### src/rtl/seq_mult_unit.sv
// Sequential shift-and-add multiplier with optional early termination.
// Signed operands are reduced to magnitudes on capture; the sign is reapplied in FIX.
module seq_mult_unit #(
  parameter int unsigned WIDTH      = 8,
  parameter bit          EARLY_EXIT = 1'b0
) (
  input  logic               clk,
  input  logic               rst_n,
  input  logic               start,
  input  logic               sgn,
  input  logic [WIDTH-1:0]   a,
  input  logic [WIDTH-1:0]   b,
  output logic               ready,
  output logic               done,
  output logic [2*WIDTH-1:0] product
);

  localparam int unsigned     CW      = $clog2(WIDTH + 1);
  localparam logic [CW-1:0]   LastCnt = CW'(WIDTH - 1);

  typedef enum logic [1:0] {StIdle, StCalc, StFix} state_e;

  state_e               r_state;
  logic [2*WIDTH-1:0]   r_mcand;
  logic [2*WIDTH-1:0]   r_acc;
  logic [WIDTH-1:0]     r_mplr;
  logic [CW-1:0]        r_cnt;
  logic                 r_neg;
  logic                 r_ready;
  logic                 r_done;
  logic [2*WIDTH-1:0]   r_product;

  logic [WIDTH-1:0]     w_a_mag;
  logic [WIDTH-1:0]     w_b_mag;
  logic [WIDTH-1:0]     w_mplr_shr;
  logic [2*WIDTH-1:0]   w_acc_add;
  logic                 w_last;

  // Negating -2^(WIDTH-1) wraps to 2^(WIDTH-1), which is the correct unsigned magnitude.
  assign w_a_mag    = (sgn && a[WIDTH-1]) ? -a : a;
  assign w_b_mag    = (sgn && b[WIDTH-1]) ? -b : b;
  assign w_mplr_shr = r_mplr >> 1;
  assign w_acc_add  = r_mplr[0] ? (r_acc + r_mcand) : r_acc;
  assign w_last     = (r_cnt == LastCnt) || (EARLY_EXIT && (w_mplr_shr == '0));

  always_ff @(posedge clk or negedge rst_n) begin
    if (!rst_n) begin
      r_state   <= StIdle;
      r_mcand   <= '0;
      r_acc     <= '0;
      r_mplr    <= '0;
      r_cnt     <= '0;
      r_neg     <= 1'b0;
      r_ready   <= 1'b1;
      r_done    <= 1'b0;
      r_product <= '0;
    end else begin
      r_done <= 1'b0;
      unique case (r_state)
        StIdle: begin
          if (start) begin
            r_mcand <= {{WIDTH{1'b0}}, w_a_mag};
            r_mplr  <= w_b_mag;
            r_acc   <= '0;
            r_cnt   <= '0;
            r_neg   <= sgn & (a[WIDTH-1] ^ b[WIDTH-1]);
            r_ready <= 1'b0;
            r_state <= StCalc;
          end
        end
        StCalc: begin
          r_acc   <= w_acc_add;
          r_mcand <= r_mcand << 1;
          r_mplr  <= w_mplr_shr;
          r_cnt   <= r_cnt + CW'(1);
          if (w_last) r_state <= StFix;
        end
        StFix: begin
          // A zero accumulator is never negated, so no negative zero can appear.
          r_product <= (r_neg && (r_acc != '0)) ? -r_acc : r_acc;
          r_done    <= 1'b1;
          r_ready   <= 1'b1;
          r_state   <= StIdle;
        end
        default: r_state <= StIdle;
      endcase
    end
  end

  assign ready   = r_ready;
  assign done    = r_done;
  assign product = r_product;

endmodule

### config.mk
export PLATFORM = sky130hd
export DESIGN_NAME = seq_mult_unit
export DESIGN_NICKNAME = d
export VERILOG_FILES = /design/src/rtl/seq_mult_unit.sv
export SDC_FILE = /design/constraint.sdc
export NUM_CORES = 1
export LEC_CHECK = 0
export BUFFER_PORTS_ARGS = -buffer_cell sky130_fd_sc_hd__clkbuf_2
export CORE_MARGIN = 4
export CORE_UTILIZATION = 40
export CTS_BUF_LIST = sky130_fd_sc_hd__clkbuf_4 sky130_fd_sc_hd__clkbuf_8 sky130_fd_sc_hd__clkbuf_16
export DETAILED_ROUTE_END_ITERATION = 7
export PLACE_DENSITY_LB_ADDON = 0.2
export SLEW_MARGIN = 10
export SYNTH_ARGS = -nofsm -noshare
export SYNTH_HDL_FRONTEND = slang
export SYNTH_SLANG_ARGS = --single-unit
### constraint.sdc
create_clock -name clk -period 6.6 [get_ports clk]
set_clock_uncertainty 0.2 [all_clocks]
set_input_delay 0.33 -clock clk [delete_from_list [all_inputs] [get_ports clk]]
set_output_delay 0.33 -clock clk [all_outputs]
set_load 0.02 [all_outputs]
==> results by stage <==
Logic synthesis:
- The total nets after synthesis is 462.
- In this run, synthesis produced a sequential element count of 65.
- The Yosys warning count is 0.
- The top cell type by area accounts for 42.6% of the synthesized area.
- A synthesized cell averages 8.92 um^2.
- The count of cell types in the netlist is 41.
- The instance count of the mapped netlist is 422.
- The share of flip-flops with an asynchronous set or reset is 100%.
- Of the synthesized area, sequential elements account for 43.3%.
- The main flop type after synthesis is sky130_fd_sc_hd__dfrtp_1.
- In the post-synthesis netlist, the biggest area contributors are sky130_fd_sc_hd__dfrtp_1 43%, sky130_fd_sc_hd__o21ai_0 8.2%, sky130_fd_sc_hd__nand2_1 7.1%, sky130_fd_sc_hd__ha_1 6.3%, sky130_fd_sc_hd__xnor2_1 5.1%.
- The biggest area contributor in the post-synthesis netlist is sky130_fd_sc_hd__dfrtp_1.
- The synthesized design contains 0 enable-type register cells.
- After synthesis the cells add up to 3760 um^2.

Detailed routing:
- For this block, the via count after detailed routing is 3049.
- The detail-routed net length per standard cell is 14.2 um.
- The post-detailed-route count of antenna-violating nets is 0.
- After detailed routing, the number of vias per cell comes to 5.31.
- Wires add up to 8170 um.
- After detailed routing, the number of remaining DRC violations is 0.
- The DRC violation total after the first TritonRoute iteration is 155.
- The iteration count of the initial detailed-routing pass is 4.

Clock tree:
- The total CTS buffers is 9.
- The clock transition at the registers of the reported paths is 0.07 ns.
- TritonCTS built the clock tree.
- The clock root buffer is sky130_fd_sc_hd__clkbuf_8.
- The buffer depth of the longest clock path is 2.
- The number of buffers added for setup after CTS is 0.
- The clock latency of the later-clocked register in the worst-skew pair is 0.34 ns.
- The count of hold-fix buffers inserted at cts is 1.
- CTS saw 65 sinks.
- The total number of H-tree levels is 3.
- Once the clock tree was built, the resizer swapped 0 gates to a different size.

Flow run:
- Across the run, the number of max-cap violations was 0.

Die:
- 38 I/O pins were placed.
- The number of cell rows is 35.
- The initial cell density of the core is 40.9%.
- The placeable core region is 9200 um^2.
- The die covers 11000 um^2.
- From left edge to right edge, the die measures 105 um.
- The floorplan step set the die height to 105 um.

STA:
- At the pin with the least slew margin, the transition time is 1.13 ns.
- Setup total negative slack on the finished layout was measured at 0 ns.
- The final number of max-transition violations was 0.
- Setup violations remaining at the end of the flow were counted as 0.
- The hold violation count in the final report is 0.
- Setup repair after global routing left no endpoint under its margin.
- The clock period could shrink to 2.71 ns.
- The maximum clock frequency is 369 MHz.
- Headroom to the max-slew limit came out at 24.5%.
- The share of the cycle needed by the critical path after routing is 41.1%.

Finish:
- The final design area excluding fillers is 4260 um^2.
- Relative to the synthesized area, the layout overhead comes to 13.2%.
- The antenna diode count is 0.
- Summing all multi-input logic gate instances after layout gives 2030 um^2.
- The fraction of layout cells with a size suffix above 1 is 14.0%.
- The count of cells in the finished layout, fillers not included, comes to 574.
- After filler insertion, the fill cell instance count of the layout stands at 911.
- The final layout net count is 498.
- At the end of the flow the core is filled with cells to 46.3%.
- Registers take 1630 um^2.

Power:
- The worst ir drop on vdd is 0.212 mV.
- Power spread over the standard cell area amounts to 469 nW/um^2.
- The analysis attributes to cell leakage a power of 2.00 nW.

Worst hold path:
- The startpoint identified for the worst hold timing path is b[7].
- The kind of path behind the tightest hold check is in -> reg.

Place:
- Once detailed placement completed, the half-perimeter wirelength came to 6080 um.
- The total placed instance area is 4050 um^2.
- Port buffering added 37 buffers.
- Routability-driven placement finished with a final weighted congestion of 0.892.
- The number of cells after detailed placement is 557.

Worst setup path:
- Of all nets on the critical path, the largest fanout is 7.
- For the worst setup path, the data arrival time is 2.70 ns.
- The required time at the endpoint of the critical path is 6.59 ns.
- By startpoint and endpoint, the worst setup path is classified as reg -> reg.
- The worst setup path is launched from a flip-flop.
- Tracing the worst setup path back leads to its startpoint at r_acc[1]$_DFFE_PN0P_.
- The origin of the critical flop-to-flop path is r_acc[1]$_DFFE_PN0P_.
- STA classifies the critical path endpoint as a flip-flop.

Run status:
- The run finished with clean final reports.

Global routing:
- Summed over all layers, the global routing overflow is 0.
- The number of antenna violations at the first check in global routing was 0.
- The number of global-route vias before repair came to 2885.
- The largest net degree at the start of global routing is 66.
- The global-route usage over all layers is 15.7%.
- The global-route wire length before repair is 13900 um.
per-stage QoR:
stage	hold slack, ns	power, mW	worst slack, ns
6_report	0.0520	2.00	3.89
5_1_grt	0.0401	2.18	3.72
4_1_cts	0.0312	2.02	3.86
3_5_place_dp	0.265	1.68	3.90
3_3_place_gp	0.245	1.66	3.95
2_1_floorplan	-0.166	1.43	4.18
routing by layer:
metal	GRT usage, %	vias up	routed length (um)
met5	0	-	0
li1	-	1557	-
met3	3.52	9	429
met1	20.5	1422	3960
met2	24.8	61	3660
met4	6.84	0	128
worst max-delay path, cell delays in order (launching register included):
cell,delay [ns]
sky130_fd_sc_hd__dfrtp_1,0.41
sky130_fd_sc_hd__inv_1,0.13
sky130_fd_sc_hd__ha_1,0.21
sky130_fd_sc_hd__or4b_1,0.49
sky130_fd_sc_hd__nand2b_4,0.18
sky130_fd_sc_hd__nand2b_4,0.17
sky130_fd_sc_hd__o31a_1,0.39
sky130_fd_sc_hd__o21ai_0,0.14
sky130_fd_sc_hd__xor2_1,0.18
sky130_fd_sc_hd__o21ai_1,0.07
state kept, by name, summed over array words and instances, names as in the netlist:
signal   flops
r_cnt        4
r_acc       16
product     16
r_state      2
r_mplr       8
done         1
ready        1
r_mcand     16
r_neg        1
placed cells by master, fill, tap and decap left out, types with 16 or more instances in the layout:
cell	n
sky130_fd_sc_hd__dfrtp_1	64
sky130_fd_sc_hd__xor2_1	16
sky130_fd_sc_hd__xnor2_1	22
sky130_fd_sc_hd__clkbuf_2	37
sky130_fd_sc_hd__o21ai_0	62
sky130_fd_sc_hd__nor2_1	21
sky130_fd_sc_hd__a21oi_1	20
sky130_fd_sc_hd__ha_1	19
sky130_fd_sc_hd__nand2_1	71
path summary, 6_finish.rpt:
kind	to	slack, ns	cells after the start
hold reg to reg	ready$_DFFE_PN1P_	0.27	2
setup / recovery	product[13]$_DFFE_PN0P_	3.89	9
hold / removal	r_mplr[7]$_DFFE_PN0P_	0.05	3
setup reg to reg	product[13]$_DFFE_PN0P_	3.89	9
max in group asynchronous	r_cnt[3]$_DFFE_PN0P_	5.14	3
min in group asynchronous	product[9]$_DFFE_PN0P_	0.49	3
cell type report:
type / instances / area share [%]
Sequential cell: 65 / 38.2
Inverter: 13 / 1.15
Multi-Input combinational cell: 328 / 47.6
Tap cell: 111 / 3.26
Clock buffer: 14 / 4.38
Timing Repair Buffer: 41 / 5.11
Clock inverter: 2 / 0.235
where the power goes:
| group | switching, mW | internal, mW | leakage, nW |
|---|---|---|---|
| clock network | 0.149 | 0.181 | 0.106 |
| logic | 0.567 | 0.396 | 1.05 |
| registers | 0.151 | 0.555 | 0.846 |
| total | 0.867 | 1.13 | 2.00 |
cell families (layout without fill, tap and decap cells):
family | count (synthesis) | count (layout) | synth area share [%]
AO/OA/AOI/OAI | 135 | 135 | 21.6
buffers and inverters | 29 | 70 | 2.89
multiplexers | 3 | 3 | 0.798
XOR/XNOR | 38 | 38 | 8.84
flip-flops | 65 | 65 | 43.3
adder cells (fa/ha/maj) | 20 | 20 | 6.85
AND/OR/NAND/NOR | 132 | 132 | 15.8
cells in the mapped netlist (5+ instances only):
cell / instances
sky130_fd_sc_hd__nand2b_1: 5
sky130_fd_sc_hd__dfrtp_1: 64
sky130_fd_sc_hd__nor2_1: 21
sky130_fd_sc_hd__o21ai_1: 5
sky130_fd_sc_hd__xnor2_1: 22
sky130_fd_sc_hd__nor3_1: 10
sky130_fd_sc_hd__clkbuf_1: 15
sky130_fd_sc_hd__a21o_1: 6
sky130_fd_sc_hd__nand2_1: 71
sky130_fd_sc_hd__ha_1: 19
sky130_fd_sc_hd__xor2_1: 16
sky130_fd_sc_hd__o21ai_0: 62
sky130_fd_sc_hd__inv_1: 13
sky130_fd_sc_hd__o31ai_1: 5
sky130_fd_sc_hd__nand3_1: 7
sky130_fd_sc_hd__a21oi_1: 20
sky130_fd_sc_hd__a31oi_1: 6
sky130_fd_sc_hd__a22oi_1: 13
Note: power is estimated with default switching activity, not from simulation.
